File: src/rtl/led_fb_write_arbiter.sv
// Frame-buffer write arbiter: parses UART command bytes into a small FIFO and
// round-robins them against a valid/ready host port onto the single write port.
module led_fb_write_arbiter #(
    parameter int QDEPTH = 4,
    parameter int QAW    = 2
) (
    input  logic           clk,
    input  logic           reset,
    input  logic           uart_rx_dv,
    input  logic [7:0]     uart_rx_data,
    input  logic           host_valid,
    output logic           host_ready,
    input  logic [1:0]     host_op,
    input  logic [7:0]     host_addr,
    input  logic           fb_hold,
    output logic           fb_we,
    output logic [1:0]     fb_op,
    output logic [7:0]     fb_addr,
    output logic           fb_src,
    output logic           uart_ovf,
    input  logic           uart_ovf_clr,
    output logic [QAW:0]   uart_q_level
);

    // state  | meaning
    // P_CTRL | expecting a control byte
    // P_SET  | next byte is the address of a SET command
    // P_CLR  | next byte is the address of a CLR command
    typedef enum logic [1:0] {P_CTRL, P_SET, P_CLR} parse_t;

    localparam logic [1:0] OP_COLOUR = 2'b00;
    localparam logic [1:0] OP_SET    = 2'b01;
    localparam logic [1:0] OP_CLR    = 2'b10;
    localparam logic [1:0] OP_CLRALL = 2'b11;
    localparam logic [QAW:0] C_FULL  = (QAW+1)'(QDEPTH);

    parse_t           r_pstate;
    parse_t           w_pstate_nxt;
    logic             w_dec_vld;
    logic [1:0]       w_dec_op;
    logic [7:0]       w_dec_addr;
    logic             r_push_vld;
    logic [1:0]       r_push_op;
    logic [7:0]       r_push_addr;

    logic [9:0]       r_mem [QDEPTH];
    logic [QAW-1:0]   r_wr_ptr;
    logic [QAW-1:0]   r_rd_ptr;
    logic [QAW:0]     r_count;
    logic             r_ovf;
    logic             w_full;
    logic             w_empty;
    logic             w_push;
    logic             w_pop;
    logic             w_drop;
    logic [9:0]       w_head;

    logic             r_last_grant;
    logic             w_uart_pend;
    logic             w_host_pend;
    logic             w_grant_uart;
    logic             w_grant_host;

    logic             r_fb_we;
    logic [1:0]       r_fb_op;
    logic [7:0]       r_fb_addr;
    logic             r_fb_src;

    // Parser: decode runs in the strobe cycle, the push is registered so it
    // reaches the FIFO one cycle later.
    always_comb begin
        w_pstate_nxt = r_pstate;
        w_dec_vld    = 1'b0;
        w_dec_op     = OP_COLOUR;
        w_dec_addr   = 8'h00;
        if (uart_rx_dv) begin
            case (r_pstate)
                P_CTRL: begin
                    case (uart_rx_data[7:4])
                        4'h0: begin
                            w_dec_vld  = 1'b1;
                            w_dec_op   = OP_COLOUR;
                            w_dec_addr = {5'b0, uart_rx_data[2:0]};
                        end
                        4'h1: w_pstate_nxt = P_SET;
                        4'h2: w_pstate_nxt = P_CLR;
                        4'h3: begin
                            w_dec_vld  = 1'b1;
                            w_dec_op   = OP_CLRALL;
                            w_dec_addr = 8'h00;
                        end
                        default: ;
                    endcase
                end
                P_SET: begin
                    w_dec_vld    = 1'b1;
                    w_dec_op     = OP_SET;
                    w_dec_addr   = uart_rx_data;
                    w_pstate_nxt = P_CTRL;
                end
                P_CLR: begin
                    w_dec_vld    = 1'b1;
                    w_dec_op     = OP_CLR;
                    w_dec_addr   = uart_rx_data;
                    w_pstate_nxt = P_CTRL;
                end
                default: w_pstate_nxt = P_CTRL;
            endcase
        end
    end

    always_ff @(posedge clk) begin
        if (reset) begin
            r_pstate    <= P_CTRL;
            r_push_vld  <= 1'b0;
            r_push_op   <= 2'b00;
            r_push_addr <= 8'h00;
        end else begin
            r_pstate    <= w_pstate_nxt;
            r_push_vld  <= w_dec_vld;
            r_push_op   <= w_dec_op;
            r_push_addr <= w_dec_addr;
        end
    end

    assign w_full  = (r_count == C_FULL);
    assign w_empty = (r_count == '0);
    assign w_head  = r_mem[r_rd_ptr];
    assign w_pop   = w_grant_uart;
    // When full, the write slot is the head slot; the head is consumed this
    // cycle so overwriting it on a simultaneous pop is safe.
    assign w_push  = r_push_vld && (!w_full || w_pop);
    assign w_drop  = r_push_vld && w_full && !w_pop;

    always_ff @(posedge clk) begin
        if (!reset && w_push) begin
            r_mem[r_wr_ptr] <= {r_push_op, r_push_addr};
        end
    end

    always_ff @(posedge clk) begin
        if (reset) begin
            r_wr_ptr <= '0;
            r_rd_ptr <= '0;
            r_count  <= '0;
        end else begin
            if (w_push) begin
                r_wr_ptr <= r_wr_ptr + QAW'(1);
            end
            if (w_pop) begin
                r_rd_ptr <= r_rd_ptr + QAW'(1);
            end
            case ({w_push, w_pop})
                2'b10:   r_count <= r_count + (QAW+1)'(1);
                2'b01:   r_count <= r_count - (QAW+1)'(1);
                default: r_count <= r_count;
            endcase
        end
    end

    always_ff @(posedge clk) begin
        if (reset) begin
            r_ovf <= 1'b0;
        end else if (w_drop) begin
            r_ovf <= 1'b1;
        end else if (uart_ovf_clr) begin
            r_ovf <= 1'b0;
        end
    end

    assign w_uart_pend = !w_empty;
    assign w_host_pend = host_valid;

    // r_last_grant: 1 = host was last winner of a contended cycle.
    always_comb begin
        w_grant_uart = 1'b0;
        w_grant_host = 1'b0;
        if (!reset && !fb_hold) begin
            if (w_uart_pend && w_host_pend) begin
                if (r_last_grant) begin
                    w_grant_uart = 1'b1;
                end else begin
                    w_grant_host = 1'b1;
                end
            end else if (w_uart_pend) begin
                w_grant_uart = 1'b1;
            end else if (w_host_pend) begin
                w_grant_host = 1'b1;
            end
        end
    end

    always_ff @(posedge clk) begin
        if (reset) begin
            r_last_grant <= 1'b1;
        end else if (w_uart_pend && w_host_pend && (w_grant_uart || w_grant_host)) begin
            r_last_grant <= w_grant_host;
        end
    end

    always_ff @(posedge clk) begin
        if (reset) begin
            r_fb_we   <= 1'b0;
            r_fb_op   <= 2'b00;
            r_fb_addr <= 8'h00;
            r_fb_src  <= 1'b0;
        end else begin
            r_fb_we <= w_grant_uart || w_grant_host;
            if (w_grant_uart) begin
                r_fb_op   <= w_head[9:8];
                r_fb_addr <= w_head[7:0];
                r_fb_src  <= 1'b0;
            end else if (w_grant_host) begin
                r_fb_op   <= host_op;
                r_fb_addr <= host_addr;
                r_fb_src  <= 1'b1;
            end
        end
    end

    assign host_ready   = w_grant_host;
    assign fb_we        = r_fb_we;
    assign fb_op        = r_fb_op;
    assign fb_addr      = r_fb_addr;
    assign fb_src       = r_fb_src;
    assign uart_ovf     = r_ovf;
    assign uart_q_level = r_count;

endmodule

File: config.mk
export PLATFORM = sky130hd
export DESIGN_NAME = led_fb_write_arbiter
export DESIGN_NICKNAME = d
export VERILOG_FILES = /design/src/rtl/led_fb_write_arbiter.sv
export SDC_FILE = /design/constraint.sdc
export NUM_CORES = 1
export LEC_CHECK = 0
export ABC_AREA = 1
export BUFFER_PORTS_ARGS = -buffer_cell sky130_fd_sc_hd__buf_2
export CORE_MARGIN = 10
export CORE_UTILIZATION = 57
export CTS_CLUSTER_SIZE = 16
export DETAILED_ROUTE_END_ITERATION = 10
export HOLD_SLACK_MARGIN = 0.15
export PLACE_DENSITY = 0.89
export SYNTH_ARGS = -nofsm -noshare
export SYNTH_HDL_FRONTEND = slang
export SYNTH_SLANG_ARGS = --single-unit
export TNS_END_PERCENT = 5
File: constraint.sdc
create_clock -name clk -period 1.7 [get_ports clk]
set_input_delay 0.17 -clock clk [delete_from_list [all_inputs] [get_ports clk]]
set_output_delay 0.17 -clock clk [all_outputs]
set_load 0.1 [all_outputs]
# Word-level counts from Yosys, hierarchy flattened

Memories as Yosys holds them, arrays and structs flattened. A register that Yosys moved wholly into a read port is not among the register bits.
Cells that the tools add are included.

Flip-flop bits (word level): 34
Bits in writable memories: 40
Input port bits: 24
Output and inout port bits: 17
Logic and storage cells: 81
Memories kept: 1

Memory list:

| name  | depth | bits a word | read ports | clocked after Yosys merged registers in | wr ports | line | RTL |
|---|---|---|---|---|---|---|---|
| r_mem | 4     | 10          | 1          | 1                                       | 1        | 46   | `logic [9:0] r_mem [QDEPTH];` |

Add/subtract/negate cells: 4
Equality and inequality tests: 9
Muxes and demuxes: 28
Bitwise logic cells: 1
Reduce and logical (&&, ||, !) cells: 25

Operators by type and width:

| operator              | count |
|---|---|
| $mux W8               | 2 |
| $pmux W8 S2           | 1 |
| $mux W1               | 14 |
| $mux W2               | 6 |
| $eq A4 B2 Y1 const B  | 2 |
| $reduce_or A2 Y1      | 4 |
| $logic_and A1 B1 Y1   | 7 |
| $pmux W2 S3           | 1 |
| $pmux W3 S2           | 1 |
| $reduce_bool A2 Y1    | 3 |
| $logic_not A1 Y1      | 5 |
| $add A2 B1 Y2 const B | 2 |
| $eq A2 B1 Y1 const B  | 2 |
| $eq A2 B2 Y1 const B  | 2 |
| $eq A4 B1 Y1 const B  | 1 |
| $logic_not A4 Y1      | 1 |
| $pmux W2 S2           | 1 |
| $add A3 B1 Y3 const B | 1 |
| $eq A3 B3 Y1 const B  | 1 |
| $logic_not A3 Y1      | 1 |
| $mux W3               | 1 |
| $ne A3 B1 Y1 const B  | 1 |
| $sub A3 B1 Y3 const B | 1 |
| $logic_not A2 Y1      | 1 |
| other kinds (4)       | 5 |

# Depth between registers and ports, before layout

Depth in word-level cells: 10
Gate-level depth with buffers: 11
Gate-level depth less buffers: 11

# Worst setup path after synthesis

OpenSTA, ideal clock, no wires.

Kind: register to register
From: register r_count[2] (netlist: uart_q_level[2])
To: register r_count[2] (netlist: uart_q_level[2])
Setup time: 0.116 ns
Arrival: 2.261 ns
Setup slack: -0.677 ns
Cell stages (with the launch flop): 11
Path buffers: 0
Clock period less this slack: 2.377 ns
Path through: dfxtp_1 -> inv_1 -> nand2_2 -> inv_2 -> nor2_8 -> nand2_2 -> fa_1 -> inv_1 -> nand4_1 -> a21oi_1 -> nor2_1

Word-level cells in the longest chain between the ends: 9

Ends and longest elaborated chain:

| item                                                     | line | RTL |
|---|---|---|
| start, declared                                          | 49   | `logic [QAW:0] r_count;` |
| start signal, assigned                                   | 154  | `2'b10: r_count <= r_count + (QAW+1)'(1);` |
| start signal, assigned                                   | 155  | `2'b01: r_count <= r_count - (QAW+1)'(1);` |
| start signal, assigned                                   | 156  | `default: r_count <= r_count;` |
| $logic_not A3 Y1                                         | 127  | `assign w_empty = (r_count == '0);` |
| $logic_not A1 Y1                                         | 171  | `assign w_uart_pend = !w_empty;` |
| $logic_and A1 B1 Y1                                      | 179  | `if (w_uart_pend && w_host_pend) begin` |
| $mux W1                                                  | 179  |  |
| $mux W1                                                  | 178  | `if (!reset && !fb_hold) begin` |
| $logic_or A1 B1 Y1                                       | 132  | `assign w_push = r_push_vld && (!w_full \|\| w_pop);` |
| $logic_and A1 B1 Y1                                      | 132  |  |
| $eq A2 B1 Y1 / $eq A2 B2 Y1 (equally long branches)      | 153  | `case ({w_push, w_pop})` |
| $pmux W3 S2 / $reduce_bool A2 Y1 (equally long branches) | --   |  |

Several ways; a longest one is shown, not always the timed one.
A chain may end at the register's enable or synchronous reset.

# Worst setup path after layout

From: register r_count[0] (netlist: uart_q_level[0])
To: output host_ready

Word-level cells in the longest chain between the ends: 5

Ends and longest elaborated chain:

| item                 | line | RTL |
|---|---|---|
| $logic_not A3 Y1 (*) | 127  |  |
| $logic_not A1 Y1     | 171  |  |
| $logic_and A1 B1 Y1  | 179  |  |
| $mux W1 (*)          | 179  |  |
| $mux W1 (*)          | 178  |  |
| end, declared        | 12   | `output logic host_ready,` |

Every way passes the cells marked *; elsewhere a longest branch is shown, timed or not.

==> flow_metrics.env <==
export IMPL_status="finished, final reports clean"
export IMPL_finalSetupTns_ns=0
export IMPL_io_pins=41
export IMPL_syn_area_per_cell_sq_um=9.50
export IMPL_skew_ns=0.00733
export IMPL_clk_path_buf_depth=2
export IMPL_finalHoldViolations=0
export IMPL_clk_latency_ns=0.34
export IMPL_r2r_start="uart_q_level[0]"
export IMPL_rrSetupSlack_ns=0.14
export IMPL_slowest_delay_ns=0.36
export IMPL_start_util_pct=58.2
export IMPL_die_h_microns=94.5
export IMPL_h_tree_depth=3
export IMPL_layout_nets=425
export IMPL_die_x_microns=94.5
export IMPL_yosysSeqAreaShare_pct=60.8
export IMPL_grtUsageMet1_pct=18.0
export IMPL_cts_buffers=9
export IMPL_ff2ff_path_depth=10
export IMPL_syn_nets=364
export IMPL_finalSetupViolations=0
export IMPL_grt_max_degree=21
export IMPL_crit_path_end_kind="primary output"
export IMPL_num_vias=2403
export IMPL_clk_pin_slew_ns=0.07
export IMPL_drt_total_wl_mm=6.53
export IMPL_yosys_warnings=0
export IMPL_cp_startpoint="uart_q_level[0]"
export IMPL_cts_root_buf="clkbuf_8"
export IMPL_slowest_stage="dfxtp_4"
export IMPL_vias_per_cell=5.10
export IMPL_gr_max_usage_layer="met2"
export IMPL_routedWlPerCell_microns=13.9
export IMPL_route_detailed_drc=0
export IMPL_grt_pass1_wl_mm=10.4
export IMPL_critPathLaunchType="flop"
export IMPL_worst_pin_slew_ns=0.502
export IMPL_dieArea_sq_um=8930
export IMPL_antenna_found_initial=0
export IMPL_synth_seq_cells=76
export IMPL_arrival_ns=1.41
export IMPL_power_mw=4.15
export IMPL_drive_gt1_share_pct=21.6
export IMPL_r2r_end="uart_q_level[2]"
export IMPL_cts_tree="yes"
export IMPL_syn2layout_area_growth_pct=19.7
export IMPL_dp_hpwl_mm=4.53
export IMPL_use_met3_pct=5.39
export IMPL_drtPass1Iterations=5
export IMPL_seqPwrFrac_pct=49.4
export IMPL_use_met2_pct=22.7
export IMPL_p_sw_share_pct=30.9
export IMPL_antenna_left=0
export IMPL_peakVddDrop_mv=0.598
export IMPL_synth_cell_types=25
export IMPL_powerDensity_nw_per_um2=1100
export IMPL_p_clk_share_pct=30.7
export IMPL_place_port_buffers=40
export IMPL_routabilityCongestion=0.810
export IMPL_row_count=27
export IMPL_syn_area_sq_um=3160
export IMPL_slew_violations=0
export IMPL_crit_path_cell_trace="nor2_4, nand2_2, nand2_1, nand3_2, inv_1, buf_12"
export IMPL_internal_power_mw=2.87
export IMPL_combPwrFrac_pct=19.8
export IMPL_power_leakage_nw=1.58
export IMPL_cp_max_fo=4
export IMPL_core_area_sq_um=5440
export IMPL_cts_sinks=76
export IMPL_max_slew_margin_pct=66.8
export IMPL_min_period_ns=1.58
export IMPL_first_iter_violations=229
export IMPL_min_path_type="in2reg"
export IMPL_switchingPower_mw=1.28
export IMPL_max_freq_mhz=631
export IMPL_fin_crit_sh_pct=93.2
export IMPL_final_util_pct=69.6
export IMPL_first_global_vias=2258
export IMPL_cp_endpoint="host_ready"
export IMPL_critical_path_class="reg2out"
export IMPL_antennaDiodeCount=0
export IMPL_required_ns=1.53
export IMPL_synthCells=333
export IMPL_grt_setup_unrepaired="false"
export IMPL_grt_overflow=0
export IMPL_grtUsageTotal_pct=14.9
export IMPL_cap_violations=0
-- stage by stage --
stage | cells | hold slack, ns | instance area [sq um] | worst slack (ns)
floorplan | 333 | 0.289 | 3180 | -0.0902
global placement | 446 | 0.408 | 3500 | 0.125
detailed placement | 446 | 0.407 | 3500 | 0.0692
CTS | 471 | 0.152 | 3780 | 0.0537
global route | 471 | 0.182 | 3780 | 0.00701
finish | 471 | 0.167 | 3780 | 0.115
-- sequential cells by signal, indices dropped and copies added (netlist names), 2 cells and up, named ones only --
name / flops
r_push_op: 2
r_rd_ptr: 2
fb_addr: 8
r_pstate: 2
uart_q_level: 3
r_wr_ptr: 2
r_mem: 40
r_push_addr: 8
fb_op: 2
-- layout make-up --
type	instances	area (sq um)
Tap cell	72	90.1
Clock buffer	10	128
Multi-Input combinational cell	204	1030
Timing Repair Buffer	60	388
Inverter	43	161
Clock inverter	6	55.1
Fill cell	393	1650
Sequential cell	76	1930
-- metal layers --
metal  part of all wire [%]  wire length, microns
met2                     45                  2960
met4                    2.7                   175
met1                     43                  2790
met5                      0                     0
met3                    9.3                   608
-- cell families after synthesis --
logic type                 after synthesis  synth area share [%]
DFF                                     76                  60.8
adders and majority gates                7                  3.01
buffers and inverters                   53                  7.12
and+or+nand+nor                        143                  20.5
AOI/OAI and AO/OA                       54                  8.58
-- worst max-delay path: cells and delay by family, from the launching register on --
kind	cells	cell delay (ns)
DFF	1	0.36
buffers and inverters	2	0.31
and+or+nand+nor	4	0.39
-- synth_stat cells (all sizes together) --
| master | n | area (sq um) |
|---|---|---|
| or2 | 1 | 6.26 |
| nor3 | 2 | 10.0 |
| edfxtp | 40 | 1200 |
| a31oi | 1 | 6.26 |
| a21oi | 22 | 110 |
| ha | 6 | 75.1 |
| o21ai | 31 | 155 |
| clkbuf | 4 | 15.0 |
| fa | 1 | 20.0 |
| nand2 | 44 | 183 |
| inv | 42 | 158 |
| nand3 | 30 | 160 |
| nand4 | 3 | 18.8 |
| dfxtp | 36 | 721 |
| buf | 6 | 48.8 |
| nor2 | 63 | 272 |
| clkinv | 1 | 3.75 |
-- placed cells by master (no fill, tap or decap), types with 2 or more instances in the layout --
master and n:
a21oi_1 21, nand2_2 5, ha_1 6, nor3_1 2, inv_1 37, dfxtp_1 33, edfxtp_1 40, buf_2 39
o21ai_1 3, dlygate4sd3_1 9, buf_4 11, o21ai_0 28, nand4_1 3, inv_2 5, clkbuf_8 9, dfxtp_4 3
nand2_1 38, nor2_8 2, clkinv_1 3, nand3_2 2, clkinv_2 2, nor2_1 60, nand3_1 28
-- worst min-delay path by stage --
stage | startpoint | to | slack (ns) | depth (start not counted)
2_1_floorplan | uart_rx_data[3] | r_push_addr[3] | 0.29 | 2
3_3_place_gp | uart_rx_data[1] | r_push_addr[1] | 0.41 | 3
3_5_place_dp | uart_rx_data[1] | r_push_addr[1] | 0.41 | 3
4_1_cts | host_valid | r_last_grant | 0.15 | 3
5_1_grt | host_addr[5] | fb_addr[5] | 0.18 | 5
6_report | host_valid | r_last_grant | 0.17 | 3
-- power groups by stage --
| stage | Combinational (mW) | Clock (mW) | Sequential [mW] |
|---|---|---|---|
| 6_report | 0.824 | 1.28 | 2.05 |
| 5_1_grt | 0.896 | 1.38 | 2.06 |
| 4_1_cts | 0.824 | 1.30 | 2.05 |
| 3_5_place_dp | 0.804 | 0 | 2.09 |
| 3_3_place_gp | 0.785 | 0 | 2.09 |
| 2_1_floorplan | 0.361 | 0 | 2.37 |
-- timing repair --
item	in CTS	in global routing
setup endpoints to repair	0	1
gates resized for setup	0	3
buffers inserted	0	0
hold buffers	9	0
hold endpoints to repair	10	0
Power figures use the tool's default switching activity.
